$ cat config.mk
export PLATFORM = sky130hd
export DESIGN_NAME = motor_drive_sequencer
export DESIGN_NICKNAME = d
export VERILOG_FILES = /design/src/rtl/motor_drive_sequencer.sv
export SDC_FILE = /design/constraint.sdc
export NUM_CORES = 1
export LEC_CHECK = 0
export CAP_MARGIN = 15
export CORE_MARGIN = 4
export CORE_UTILIZATION = 45
export CTS_CLUSTER_DIAMETER = 30
export CTS_CLUSTER_SIZE = 40
export DETAILED_ROUTE_END_ITERATION = 8
export PLACE_DENSITY = 0.66
export SYNTH_ARGS = -nofsm -noshare
export SYNTH_HDL_FRONTEND = slang
export SYNTH_SLANG_ARGS = --single-unit
$ cat constraint.sdc
create_clock -name clk -period 5 [get_ports clk]
set_input_delay 1 -clock clk [delete_from_list [all_inputs] [get_ports clk]]
set_output_delay 1 -clock clk [all_outputs]
set_load 0.01 [all_outputs]
$ cat src/rtl/motor_drive_sequencer.sv
// H-bridge sequencer: direction dead-time, soft-start PWM duty ramp and
// overcurrent handling with timed auto-retry and a permanent lockout.
module motor_drive_sequencer #(
  parameter int PWM_BITS    = 8,
  parameter int DEAD_CYCLES = 16,
  parameter int RAMP_STEP   = 4,
  parameter int RAMP_TICK   = 8,
  parameter int FAULT_HOLD  = 1000,
  parameter int MAX_RETRIES = 3
) (
  input  logic                clk,
  input  logic                rst,
  input  logic [1:0]          cmd,
  input  logic [PWM_BITS-1:0] duty_target,
  input  logic                oc_a,
  input  logic                oc_b,
  input  logic                clear_fault,
  output logic                OUT1,
  output logic                OUT2,
  output logic                OUT3,
  output logic                OUT4,
  output logic                OUTA,
  output logic                OUTB,
  output logic [PWM_BITS-1:0] duty,
  output logic [2:0]          state,
  output logic                fault,
  output logic [1:0]          retries
);

  localparam int DW = $clog2(DEAD_CYCLES + 1);
  localparam int RW = $clog2(RAMP_TICK + 1);
  localparam int HW = $clog2(FAULT_HOLD + 1);

  localparam logic [DW-1:0]       DEAD_LOAD = DW'(DEAD_CYCLES);
  localparam logic [RW-1:0]       TICK_LAST = RW'(RAMP_TICK - 1);
  localparam logic [HW-1:0]       HOLD_LOAD = HW'(FAULT_HOLD);
  localparam logic [1:0]          RETRY_LIM = 2'(MAX_RETRIES);
  localparam logic [PWM_BITS:0]   STEP_EXT  = (PWM_BITS + 1)'(RAMP_STEP);
  localparam logic [1:0]          CMD_STOP  = 2'b00;

  typedef enum logic [2:0] {
    S_IDLE    = 3'd0,
    S_DEAD    = 3'd1,
    S_RAMP    = 3'd2,
    S_RUN     = 3'd3,
    S_FAULT   = 3'd4,
    S_LOCKOUT = 3'd5
  } state_t;

  function automatic logic [3:0] f_pattern(input logic [1:0] dir);
    case (dir)
      2'b01:   return 4'b1111;
      2'b10:   return 4'b0110;
      2'b11:   return 4'b1001;
      default: return 4'b0000;
    endcase
  endfunction

  // One ramp increment: saturate at full scale, then clamp to the target.
  function automatic logic [PWM_BITS-1:0] f_ramp_step(input logic [PWM_BITS-1:0] cur,
                                                       input logic [PWM_BITS-1:0] tgt);
    logic [PWM_BITS:0]   sum;
    logic [PWM_BITS-1:0] sat;
    sum = {1'b0, cur} + STEP_EXT;
    sat = sum[PWM_BITS] ? '1 : sum[PWM_BITS-1:0];
    return (sat > tgt) ? tgt : sat;
  endfunction

  state_t              r_state, w_state_nxt;
  logic [1:0]          r_dir, w_dir_nxt;
  logic [DW-1:0]       r_dead_cnt, w_dead_nxt;
  logic [RW-1:0]       r_ramp_cnt, w_ramp_nxt;
  logic [HW-1:0]       r_hold_cnt, w_hold_nxt;
  logic [PWM_BITS-1:0] r_duty, w_duty_nxt;
  logic [1:0]          r_retries, w_retries_nxt;
  logic [PWM_BITS-1:0] r_pwm_cnt;
  logic [3:0]          r_pins;
  logic                r_en;
  logic                r_fault;

  logic                w_oc;
  logic                w_active;
  logic [PWM_BITS-1:0] w_ramp_duty;
  logic [PWM_BITS-1:0] w_pwm_nxt;
  logic                w_drive_nxt;
  logic [3:0]          w_pins_nxt;
  logic                w_en_nxt;
  logic                w_fault_nxt;

  assign w_oc        = oc_a | oc_b;
  assign w_active    = (r_state == S_DEAD) || (r_state == S_RAMP) || (r_state == S_RUN);
  assign w_ramp_duty = f_ramp_step(r_duty, duty_target);
  assign w_pwm_nxt   = r_pwm_cnt + PWM_BITS'(1);

  always_comb begin
    w_state_nxt   = r_state;
    w_dir_nxt     = r_dir;
    w_dead_nxt    = r_dead_cnt;
    w_ramp_nxt    = r_ramp_cnt;
    w_hold_nxt    = r_hold_cnt;
    w_duty_nxt    = r_duty;
    w_retries_nxt = r_retries;
    if (w_oc && w_active) begin
      w_state_nxt   = S_FAULT;
      w_duty_nxt    = '0;
      w_dead_nxt    = '0;
      w_ramp_nxt    = '0;
      w_hold_nxt    = HOLD_LOAD;
      w_retries_nxt = (r_retries == 2'b11) ? r_retries : r_retries + 2'd1;
    end else begin
      case (r_state)
        S_IDLE: begin
          w_duty_nxt = '0;
          if (clear_fault) w_retries_nxt = '0;
          if (cmd != CMD_STOP) begin
            w_dir_nxt   = cmd;
            w_dead_nxt  = DEAD_LOAD;
            w_state_nxt = S_DEAD;
          end
        end
        S_DEAD: begin
          w_duty_nxt = '0;
          if (clear_fault) w_retries_nxt = '0;
          if (cmd == CMD_STOP) begin
            w_dead_nxt  = '0;
            w_state_nxt = S_IDLE;
          end else if (cmd != r_dir) begin
            w_dir_nxt  = cmd;
            w_dead_nxt = DEAD_LOAD;
          end else if (r_dead_cnt <= DW'(1)) begin
            w_dead_nxt  = '0;
            w_ramp_nxt  = '0;
            w_state_nxt = S_RAMP;
          end else begin
            w_dead_nxt = r_dead_cnt - DW'(1);
          end
        end
        S_RAMP, S_RUN: begin
          if (clear_fault) w_retries_nxt = '0;
          if (cmd == CMD_STOP) begin
            w_duty_nxt  = '0;
            w_ramp_nxt  = '0;
            w_state_nxt = S_IDLE;
          end else if (cmd != r_dir) begin
            // Any direction change goes back through a full dead-time window.
            w_duty_nxt  = '0;
            w_ramp_nxt  = '0;
            w_dir_nxt   = cmd;
            w_dead_nxt  = DEAD_LOAD;
            w_state_nxt = S_DEAD;
          end else if (duty_target < r_duty) begin
            w_duty_nxt  = duty_target;
            w_state_nxt = S_RUN;
          end else if (r_state == S_RUN) begin
            if (duty_target > r_duty) begin
              w_ramp_nxt  = '0;
              w_state_nxt = S_RAMP;
            end
          end else if (duty_target == r_duty) begin
            w_state_nxt = S_RUN;
          end else if (r_ramp_cnt == TICK_LAST) begin
            w_ramp_nxt = '0;
            w_duty_nxt = w_ramp_duty;
            if (w_ramp_duty == duty_target) w_state_nxt = S_RUN;
          end else begin
            w_ramp_nxt = r_ramp_cnt + RW'(1);
          end
        end
        S_FAULT: begin
          w_duty_nxt = '0;
          if (r_hold_cnt <= HW'(1)) begin
            w_hold_nxt  = '0;
            w_state_nxt = (r_retries >= RETRY_LIM) ? S_LOCKOUT : S_IDLE;
          end else begin
            w_hold_nxt = r_hold_cnt - HW'(1);
          end
        end
        S_LOCKOUT: begin
          w_duty_nxt = '0;
          if (clear_fault) begin
            w_retries_nxt = '0;
            w_state_nxt   = S_IDLE;
          end
        end
        default: begin
          w_duty_nxt  = '0;
          w_state_nxt = S_IDLE;
        end
      endcase
    end
  end

  // Pin values are derived from next-cycle state so every output is a register.
  assign w_drive_nxt = (w_state_nxt == S_RAMP) || (w_state_nxt == S_RUN);
  assign w_pins_nxt  = w_drive_nxt ? f_pattern(w_dir_nxt) : 4'b0000;
  assign w_en_nxt    = w_drive_nxt && (w_pwm_nxt < w_duty_nxt);
  assign w_fault_nxt = (w_state_nxt == S_FAULT) || (w_state_nxt == S_LOCKOUT);

  always_ff @(posedge clk) begin
    if (rst) begin
      r_state    <= S_IDLE;
      r_dir      <= CMD_STOP;
      r_dead_cnt <= '0;
      r_ramp_cnt <= '0;
      r_hold_cnt <= '0;
      r_duty     <= '0;
      r_retries  <= '0;
      r_pwm_cnt  <= '0;
      r_pins     <= '0;
      r_en       <= 1'b0;
      r_fault    <= 1'b0;
    end else begin
      r_state    <= w_state_nxt;
      r_dir      <= w_dir_nxt;
      r_dead_cnt <= w_dead_nxt;
      r_ramp_cnt <= w_ramp_nxt;
      r_hold_cnt <= w_hold_nxt;
      r_duty     <= w_duty_nxt;
      r_retries  <= w_retries_nxt;
      r_pwm_cnt  <= w_pwm_nxt;
      r_pins     <= w_pins_nxt;
      r_en       <= w_en_nxt;
      r_fault    <= w_fault_nxt;
    end
  end

  assign {OUT1, OUT2, OUT3, OUT4} = r_pins;
  assign OUTA    = r_en;
  assign OUTB    = r_en;
  assign duty    = r_duty;
  assign state   = r_state;
  assign fault   = r_fault;
  assign retries = r_retries;

endmodule

==> results of run 1 <==
-- worst max-delay path: cells and delay by family (launching register included) --
kind / cells / cell delay, ns
and+or+nand+nor: 7 / 1.63
DFF: 1 / 0.54
AOI/OAI and AO/OA: 5 / 1.13
adders and majority gates: 3 / 0.75
-- logic make-up after synthesis --
logic type                 after synthesis  share of synthesized area, %
and+or+nand+nor                        175                          27.5
AOI/OAI and AO/OA                      109                          21.4
adders and majority gates               31                          11.6
DFF                                     46                          27.6
xor gates and xnor gates                21                          5.74
buffers and inverters                   48                          6.12
-- power breakdown --
group,total (mW),internal [mW],switching (mW)
logic,0.350,0.157,0.193
clock network,0.250,0.115,0.135
registers,0.465,0.407,0.0584
-- layer usage --
metal	track usage, %	wire (um)	up-vias
met5	0	0	-
met4	5.90	97	0
met3	2.80	329	9
met2	31.3	3650	64
met1	25.8	3840	1425
li1	-	-	1582
-- worst max-delay path by stage --
stage | cells past startpoint | endpoint | start | slack (ns)
floorplan | 16 | OUTA | duty[2] | 1.34
global placement | 13 | OUTA | duty_target[5] | 0.74
detailed placement | 13 | OUTA | duty_target[5] | 0.65
CTS | 15 | OUTA | duty[2] | 0.89
global route | 15 | OUTA | duty[2] | 0.53
finish | 15 | OUTA | duty[2] | 0.87
-- layout make-up --
cell class / count / area [um^2] / share of cell area, %
multi-input combinational: 336 / 2210 / 57.9
timing repair buffer: 36 / 355 / 9.31
tap: 99 / 124 / 3.25
clock buffer: 7 / 86.3 / 2.26
sequential: 46 / 921 / 24.1
clock inverter: 1 / 8.76 / 0.230
inverter: 30 / 113 / 2.95
-- cells in the mapped netlist, types with 5 or more instances --
master and n:
sky130_fd_sc_hd__nand3_1 13, sky130_fd_sc_hd__xnor2_1 11, sky130_fd_sc_hd__nor2_1 53, sky130_fd_sc_hd__o21ai_1 7, sky130_fd_sc_hd__nand4_1 5, sky130_fd_sc_hd__nor3_1 20, sky130_fd_sc_hd__nand2_1 34, sky130_fd_sc_hd__nor2b_1 10
sky130_fd_sc_hd__o21ai_0 20, sky130_fd_sc_hd__dfxtp_1 46, sky130_fd_sc_hd__clkbuf_1 6, sky130_fd_sc_hd__a211oi_1 8, sky130_fd_sc_hd__buf_2 7, sky130_fd_sc_hd__xor2_1 9, sky130_fd_sc_hd__a22oi_1 8, sky130_fd_sc_hd__inv_1 30
sky130_fd_sc_hd__a21oi_1 30, sky130_fd_sc_hd__ha_1 31
-- flip-flops by register name, indices dropped and copies added, names as in the netlist --
signal	flops
r_dead_cnt	5
retries	2
r_pins	2
fault	1
r_dir	2
duty	8
OUTA	1
state	3
r_ramp_cnt	4
r_hold_cnt	10
r_pwm_cnt	8
-- through the flow --
stage	hold WS [ns]	worst slack [ns]	instance area [um^2]
after floorplan	0.425	1.34	3330
after global placement	0.452	0.740	3720
after detailed placement	0.456	0.649	3720
after CTS	0.477	0.891	3820
after global routing	0.497	0.526	3820
final	0.475	0.869	3820
==> results, run 1 <==
- The routability congestion estimate is between 0.9 and 1.
- The die is between 90 and 100 um tall.
- The core region area is 7210 um^2.
- The top cell type by area accounts for between 20 and 30% of the synthesized area.
- The type of destination of the critical path is a register.
- The number of inserted diodes is 0.
- The count of state elements after synthesis is 46.
- The final hold violation count was 0.
- Dividing the final minimum period by the clock period gives roughly 83%.
- Along the worst hold path, the cell count comes to 1.
- The number of slew-limit violations in the final report is 0.
- The number of antenna-violating nets in the routed design is 0.
- Leaving out fill and tap cells, the most frequent cells in the layout are 53 x sky130_fd_sc_hd__nor2_1, 46 x sky130_fd_sc_hd__dfxtp_1, 34 x sky130_fd_sc_hd__nand2_1, 34 x sky130_fd_sc_hd__clkdlybuf4s50_1, 31 x sky130_fd_sc_hd__ha_1.
- Derived from the worst setup path, the maximum achievable clock frequency is 242 MHz.
- The global-route total usage across every layer is between 10% and 20%.
- The clock latency at the later pin of the worst-skew pair is ~0.3 ns.
- The shortest period the worst path allows is around 4.1 ns.
- The mean routed wirelength per cell is approximately 14 um.
- The initial antenna violation count came to 0.
- For this run, the number of Yosys warnings is 0.
- The number of top-level pins is 35.
- Entering global routing, the biggest net connects 22 pins.
- The number of gates given a new drive strength after cts is 0.
- sky130_fd_sc_hd__dfxtp_1 takes more of the synthesized area than any other cell.
- Ranked by total cell area, the synthesized netlist is headed by sky130_fd_sc_hd__dfxtp_1 28%, sky130_fd_sc_hd__ha_1 12%, sky130_fd_sc_hd__nor2_1 6.0%.
- The total of fill cells in the finished design is 700.
- The library cell used most frequently in the layout, excluding fill and tap cells, is sky130_fd_sc_hd__nor2_1.
- Once layout is complete, the utilization of the core stands at 52.9%.
- The setup slack of the worst register-to-register path is just under 0.9 ns.
- The worst hold path begins at r_pwm_cnt[0].
- The worst setup path is of the register to register kind.
- Counting distinct cell types in the post-synthesis netlist gives 67.
- Summed over all nets, the half-perimeter wirelength after detailed placement is 6110 um.
- The width of the die is around 94 um.
- IR analysis of the VDD net gives a maximum drop of 0.000201 V.
- The endpoint of the worst register-to-register path is OUTA.
- The overall power is 1.07 mW.
- The setup-violating endpoint count in the final report is 0.
- The CTS tree is done.
- The peak per-stage delay on the critical path is 0.54 ns.
- The main flop type after synthesis is sky130_fd_sc_hd__dfxtp_1.
- The floorplan step defined a die boundary enclosing slightly below 9000 um^2.
- Synthesis produced 430 cells.
- The data arrival time of the critical path is roughly 4.4 ns.
- For this design the static power due to leakage is 1.46 nW.
- Post-CTS timing repair inserted 0 buffers for setup.
- In this run the core area contains 31 standard-cell rows.
- After synthesis, the share of flip-flops with an asynchronous set or reset is 0%.
- The post-synthesis average cell area is approximately 7.8 um^2.
- The fraction of final layout cells sized beyond drive strength 1 is around 5%.
- Measured against its own limit, the worst slew margin works out to approximately 55%.
- Of all nets on the critical path, the largest fanout is 9.
- Counting the buffers created by CTS gives 5.
- For this configuration, the core starts out at a cell density of approximately 46%.
- At the pin with the least slew margin, the transition time is a little under 0.7 ns.
- The number of nets produced by synthesis is about 480.
- Summed over all layers, the routed wires come to 7920 um.
- For hold timing, the worst endpoint is r_pwm_cnt[0].
- The clock input transition at the sequential cells of the worst setup and hold paths is around 0.09 ns.
- The setup clock skew after layout is 0.00844 ns.
- The number of placed instances, taps included, is 547.
- The number of optimization iterations in the first detailed-route pass is 5.
- Walking the worst path, the cells encountered are ha_1 > and3_1 > nand3_1 > nand2_1 > ha_1 > a211oi_1 > nor2_1 > nand4bb_1 > a31oi_1 > o22ai_1 > or2_2 > ha_1 > nor4b_2 > o311ai_1 > a211oi_1.
- The critical path startpoint category is a register.
- For this design the ratio of total power to cell area is 279 nW/um^2.
- For the final routed database, the setup TNS stands at 0 ns.
- The critical path's most frequent cell is sky130_fd_sc_hd__ha_1.
- No sink is reached through more buffers than the 2 on the longest clock path.
- For this design, the sink count on the clock tree is 46.
- Input and output buffers added on the ports amount to 34.
- After synthesis the cells add up to 3330 um^2.
- Max-cap violations in this run came to 0.
- The via count normalized by instance count is 5.55.
- The sequential share of the synthesized area is between 20% and 30%.
- From synthesis to final layout, the design area changed by 14.5%.
- The global-route wire length before repair is between 10000 and 15000 um.
- The H-tree was split into 2 levels.
- CTS placed an instance of sky130_fd_sc_hd__clkbuf_8 at the clock tree root.
- The tightest min-delay check is of the register to register type.
- In this run the critical register-to-register path is launched from duty[2].
- At the worst endpoint, the required time is ~5.2 ns.
- The largest individual stage delay along the critical path comes from the cell sky130_fd_sc_hd__dfxtp_1.
- The run finished with clean final reports.
- The number of global-route vias before repair was between 2000 and 3000.
- The cts-stage hold buffer count is 0.
- The final route contains roughly 3100 vias.
- Summed over all layers, the global routing overflow is 0.
- The non-filler instance count after layout is roughly 560.
- The post-route DRC violation count is 0.
- Yosys mapped a number of flops with a built-in enable equal to 0.
- The count of routing violations after the opening detailed-route iteration is ~120.
- The number of cells on the worst reg-to-reg path is 15.
- The net count of the finished layout is 501.
- Setup repair after global routing left no endpoint under its margin.
Power figures use the tool's default switching activity.
==> run 2, diff against run 1 <==
==> constraint.sdc (replaced) <==
create_clock -name clk -period 4 [get_ports clk]
set_input_delay 0.8 -clock clk [delete_from_list [all_inputs] [get_ports clk]]
set_output_delay 0.8 -clock clk [all_outputs]
set_load 0.01 [all_outputs]
==> results, run 2 (synthesis results as in run 1) <==
- Setup violations remaining at the end of the flow were counted as 0.
- The most common cell after layout, fill and taps aside is sky130_fd_sc_hd__nor2_1.
- Setup repair after global routing left no endpoint under its margin.
- In this run the most critical hold path is launched from r_pwm_cnt[0].
- Along the worst path, the maximum fanout reaches 4.
- From synthesis to final layout, the design area changed by 20.0%.
- The global-route total usage across every layer is around 20%.
- At the pin with the least slew margin, the transition time is 0.681 ns.
- The post-place setup slack is about 0.048 ns.
- The mean routed wirelength per cell is about 14 um.
- The flow ran to the end, and the final reports show no timing, DRC or antenna violations.
- The worst setup path is of the primary input to register kind.
- The combined area of the multi-input logic cells is between 2000 and 2500 um^2.
- The final hold violation count is 0.
- STA classifies the critical path startpoint as a primary input.
- The number of top-level pins is 35.
- The die is roughly 94 um wide.
- The path class of the tightest hold or removal check is register to register.
- For the worst-skew pair, the clock arrives at the later sink with an insertion delay of 0.31 ns.
- The number of antenna diodes in the final layout is 0.
- In this run the power density over the cells is approximately 350 nW/um^2.
- The CTS tree is done.
- The die covers a little under 9000 um^2.
- The initial utilization of the core area, before any placement, comes to a little under half.
- The highest clock rate is between 200 and 300 MHz.
- The data arrival time of the critical path is between 3 and 4 ns.
- The maximum number of pins on one net before global-route repair is 22.
- The post-detailed-placement half-perimeter wirelength is between 6000 and 7000 um.
- The buffer depth of the longest clock path is 2.
- The worst register-to-register path begins at duty[4].
- Counting every sink on the clock net gives 46.
- Across the run, the number of max-cap violations was 0.
- In this run the core area contains 31 standard-cell rows.
- The worst endpoint required time is 4.23 ns.
- The y dimension of the die is about 94 um.
- The number of buffers inserted during clock tree synthesis is 5.
- The number of global-route vias before repair is approximately 3100.
- The fraction of final layout cells sized beyond drive strength 1 is 9.92%.
- Between clock sinks in the finished design, the worst skew comes to 0.00391 ns.
- The port buffer count is 34.
- Setup slack closes at approximately 0.37 ns.
- The number of slew-limit violations in the final report is 0.
- In this run the clock root is driven by a sky130_fd_sc_hd__clkbuf_8.
- Leaving out fill and tap cells, the most frequent cells in the layout are 53 x sky130_fd_sc_hd__nor2_1, 46 x sky130_fd_sc_hd__dfxtp_1, 34 x sky130_fd_sc_hd__clkdlybuf4s50_1.
- The final critical path takes up 90.8% of the cycle.
- The net count reported at finish is approximately 520.
- The aggregate routed wire length is between 8000 and 9000 um.
- The initial antenna violation count is 0.
- The register with the highest flop count is r_hold_cnt.
- The congestion estimate from routability-driven global placement came to between 0.9 and 1.
- The cts-stage hold buffer count is 0.
- The worst setup path startpoint is duty_target[5].
- The final global-route overflow total is 0.
- The number of antenna-violating nets in the routed design is 0.
- For this block, the via count after detailed routing is roughly 3200.
- In the routed layout, each cell is associated on average with a via count of around 5.6.
- The flip-flop and latch area is ~920 um^2.
- Measured against its own limit, the worst slew margin works out to a little over half.
- VDD sags by at most around 0.00022 V.
- The type of destination of the critical path is a register.
- The H-tree level count is 2.
- The post-route DRC violation count is 0.
- After floorplanning, the core was sized to cover approximately 7200 um^2.
- Clock-pin slew was measured on the worst setup and hold paths at ~0.090 ns.
- The register with the most flip-flops in the layout has 10 of them.
- The global-route wire length before repair is 14200 um.
- Counting I/O delays and the setup requirement, the final critical path takes around 3.6 ns.
- The count of routing violations after the opening detailed-route iteration is 163.
- The leakage power of the design is around 1.5 nW.
- The total of fill cells in the finished design is between 600 and 700.
- Summed over all failing endpoints, the final setup total negative slack is 0 ns.
- The first detailed-routing pass ran for 4 iterations.
==> run 2: worst paths after layout <==
path / to / slack [ns] / cells after the start
max: OUTA / 0.37 / 13
max reg2reg: OUTA / 0.38 / 14
min: r_pwm_cnt[0] / 0.47 / 1
min reg2reg: r_pwm_cnt[0] / 0.47 / 1
==> run 2: per-layer routing <==
layer,vias to the layer above,share of wire [%],global-route usage (%)
met5,-,0,0
met4,0,2.3,6.14
met3,17,6.4,3.53
met2,92,46,33.4
met1,1477,45,25.8
li1,1626,-,-
==> run 2: critical path, stage by stage <==
cell and delay [ns]:
sky130_fd_sc_hd__clkdlybuf4s50_1 0.53, sky130_fd_sc_hd__inv_1 0.07, sky130_fd_sc_hd__ha_1 0.30, sky130_fd_sc_hd__a211oi_1 0.26
sky130_fd_sc_hd__nor2_1 0.09, sky130_fd_sc_hd__nand4bb_1 0.30, sky130_fd_sc_hd__a31oi_4 0.26, sky130_fd_sc_hd__o22ai_1 0.11
sky130_fd_sc_hd__or2_2 0.28, sky130_fd_sc_hd__ha_1 0.22, sky130_fd_sc_hd__nor4b_2 0.27, sky130_fd_sc_hd__o311ai_1 0.13
sky130_fd_sc_hd__a211oi_1 0.24
==> run 2: stage by stage <==
stage / hold WS (ns) / std cells / cell area, um^2 / util (%) / total power [mW]
6_report: 0.470 / 573 / 4000 / 55.4 / 1.40
5_1_grt: 0.509 / 573 / 4000 / 55.4 / 1.50
4_1_cts: 0.480 / 571 / 3950 / 54.8 / 1.40
3_5_place_dp: 0.455 / 563 / 3840 / 53.2 / 1.04
3_3_place_gp: 0.449 / 563 / 3840 / 53.2 / 1.03
2_1_floorplan: 0.425 / 430 / 3330 / - / 0.911
==> run 2: repair_timing <==
item / in CTS / in global routing
setup endpoints to repair: 0 / 1
buffers inserted: 0 / 2
gates resized for setup: 0 / 8
==> run 2: final cells by class <==
type / instances / share of cell area (%)
multi-input cells: 336 / 56.1
clock buffers: 6 / 1.81
flip-flops and latches: 46 / 23.0
repair buffers: 54 / 12.3
clock inverters: 2 / 0.938
well taps: 99 / 3.10
inverters: 30 / 2.82
==> run 2: where the power goes <==
| part | internal, mW | leakage [nW] | switching [mW] |
|---|---|---|---|
| Combinational | 0.209 | 1.12 | 0.252 |
| Sequential | 0.509 | 0.374 | 0.0693 |
| Clock | 0.187 | 0.0514 | 0.174 |
==> run 3, diff against run 2 <==
--- a/config.mk
+++ b/config.mk
@@ -12,6 +12,7 @@
 export CTS_CLUSTER_SIZE = 40
 export DETAILED_ROUTE_END_ITERATION = 8
 export PLACE_DENSITY = 0.66
+export REMOVE_ABC_BUFFERS = 1
 export SYNTH_ARGS = -nofsm -noshare
 export SYNTH_HDL_FRONTEND = slang
 export SYNTH_SLANG_ARGS = --single-unit
==> constraint.sdc (replaced) <==
create_clock -name clk -period 3.55 [get_ports clk]
set_input_delay 0.71 -clock clk [delete_from_list [all_inputs] [get_ports clk]]
set_output_delay 0.71 -clock clk [all_outputs]
set_load 0.01 [all_outputs]
==> results, run 3 (synthesis results as in run 1) <==
- Across the run, the number of max-cap violations was 0.
- The setup clock skew after layout is around 0.013 ns.
- After floorplanning, the core was divided into 31 placement rows.
- In the layout the commonest cells are 54 x sky130_fd_sc_hd__buf_4, 50 x sky130_fd_sc_hd__nor2_1, 42 x sky130_fd_sc_hd__dfxtp_1.
- The flow ran to the end, and the final reports show no timing, DRC or antenna violations.
- Detailed routing placed a total of 344 um of wire on met3.
- The number of cells on the worst reg-to-reg path is 17.
- Global routing finished with a remaining overflow of 0.
- The uppermost layer routed is met4.
- The post-route DRC violation count is 0.
- Clock tree synthesis inserted a total of 5 buffers.
- The number of top-level pins is 35.
- Detailed routing inserted a total of between 3000 and 4000 vias.
- The initial standard-cell utilization of the core is 46.2%.
- The classification of the worst setup path is primary input to register.
- The global-route wire length before repair is 14100 um.
- The largest individual stage delay along the critical path comes from the cell sky130_fd_sc_hd__clkdlybuf4s50_1.
- The area growth from synthesis to final layout is 32.9%.
- The flip-flop and latch area is approximately 930 um^2.
- The clock drives between 40 and 50 sinks.
- The sum of negative setup slack is 0 ns.
- The fraction of final layout cells sized beyond drive strength 1 is a little under a quarter.
- Before antenna repair, the detailed router went through 4 iterations.
- The number of slew-limit violations in the final report is 0.
- The longest clock path from root to sink contains 2 buffers.
- Dividing the detail-routed via count by the number of cells gives approximately 5.5.
- The count of routing violations after the opening detailed-route iteration is 186.
- Headroom to the max-slew limit came out at between 60 and 70%.
- The number of inserted diodes is 0.
- After detailed routing, the average wire length per cell comes to around 15 um.
- The critical path goes through clkdlybuf4s50_1 > buf_4 > inv_1 > ha_1 > and2_4 > nand4_1 > o31a_1 > nand2_2 > a21oi_2 > o32a_1 > nand2_1 > ha_2 > nor4b_2 > o311ai_1 > a211oi_1.
- The H-tree level count is 2.
- After clock tree synthesis, the clock-pin slew on the worst setup and hold paths is around 0.1 ns.
- After the last flow step, the layout net total stands at ~560.
- The layout has about 660 filler cells.
- Entering global routing, the biggest net connects 23 pins.
- The critical path startpoint category is a primary input.
- The aggregate routed wire length is slightly below 9000 um.
- The worst setup slack after layout is 0.144 ns.
- Across all hold checks on the routed design, the worst slack comes to 0.478 ns.
- The number of global-route vias before repair is between 3000 and 4000.
- The initial antenna violation count is 0.
- The path category of the worst min-delay check is register to register.
- In this design, the stage delay of the slowest critical-path cell is around 0.49 ns.
- The setup slack of the worst register-to-register path is about 0.16 ns.
- The flip-flop count of the largest register, all copies and words added is 10.
- The worst setup path is captured at a register.
- Data on the critical path is required at its endpoint by about 3.8 ns.
- TritonCTS built the clock tree.
- Along the worst hold path, the cell count comes to 1.
- The shortest period the worst path allows is 3.41 ns.
- Of all nets on the critical path, the largest fanout is 4.
- Derived from the worst setup path, the maximum achievable clock frequency is a little under 300 MHz.
- Measured along the y axis, the die boundary spans approximately 94 um.
- The post-place setup slack is -0.230 ns.
- The multi-input combinational cells in the finished layout cover a total of 2400 um^2.
- Once detail routing completed, the nets flagged for antenna violations numbered 0.
- The routability congestion estimate is 0.884.
- The die covers ~8800 um^2.
- The final hold violation count is 0.
- The peak supply drop is between 0.0002 and 0.00025 V.
- The clock tree root buffer cell is sky130_fd_sc_hd__clkbuf_8.
- The core region area is roughly 7000 um^2.
- For this design the ratio of total power to cell area is 343 nW/um^2.
- For this block, wires on met1 add up to 4050 um.
- Setup violations remaining at the end of the flow were counted as 0.
- The part of the cycle the worst path needs is a little over nine tenths.
- r_hold_cnt holds more flip-flops than any other register.
- In this run the static leakage power is 1.74 nW.
- Summed over all nets, wire length on met2 after detailed routing comes to roughly 4400 um.
- Global routing consumed, over all layers together, 19.7% of the routing resources.
- The clock latency at the later pin of the worst-skew pair is around 0.3 ns.
- The width of the die is approximately 94 um.
- After legalization and detailed placement, the total HPWL measured 6740 um.
- At the worst endpoint, the arrival time is about 3.6 ns.
- At the pin with the least slew margin, the transition time is 0.497 ns.
- The most common cell after layout, fill and taps aside is sky130_fd_sc_hd__buf_4.
- The port buffer count is 34.
run 3: metrics by stage:
stage                     std cells  utilization, %  total power, mW  area, um^2
after floorplan                 412               -             1.01        3240
after global placement          594            56.5             1.18        4070
after detailed placement        594            56.5             1.19        4070
after CTS                       602            57.7             1.52        4160
after global routing            610            61.4             1.62        4430
final                           610            61.4             1.52        4430
run 3: final timing paths:
check                                     from           end
worst max-delay path            duty_target[2]          OUTA
worst min-delay path              r_pwm_cnt[0]  r_pwm_cnt[0]
worst max register to register         duty[2]          OUTA
worst min register to register    r_pwm_cnt[0]  r_pwm_cnt[0]
run 3: worst max-delay path, delay by kind of cell:
family                   cells  cell delay, ns
AO/OA/AOI/OAI                5            0.98
adder cells (fa/ha/maj)      2            0.51
buffers and inverters        3            0.68
AND/OR/NAND/NOR              5            0.76
run 3: layout make-up:
type / instances / area share [%]
clock inverters: 3 / 0.424
inverters: 30 / 2.54
repair buffers: 91 / 17.6
clock buffers: 5 / 1.55
well taps: 99 / 2.80
flip-flops and latches: 46 / 21.0
multi-input cells: 336 / 54.1
run 3: per-layer routing:
| metal | vias to the layer above | global-route usage, % |
|---|---|---|
| met1 | 1554 | 25.1 |
| li1 | 1698 | - |
| met2 | 67 | 34.0 |
| met4 | 0 | 5.29 |
| met5 | - | 0 |
| met3 | 13 | 3.53 |
run 3: where the power goes:
group          internal [mW]  total (mW)  leakage (nW)  switching, mW
registers              0.572       0.638         0.377         0.0658
clock network          0.139       0.329        0.0483          0.190
logic                  0.250       0.552          1.32          0.302
run 3: timing repair:
item | CTS | global route
pin swaps | 0 | 20
setup endpoints to repair | 1 | 1
hold buffers | 0 | 0
gates resized for setup | 1 | 48
endpoints found under the hold margin | 0 | 0
buffers inserted | 0 | 8
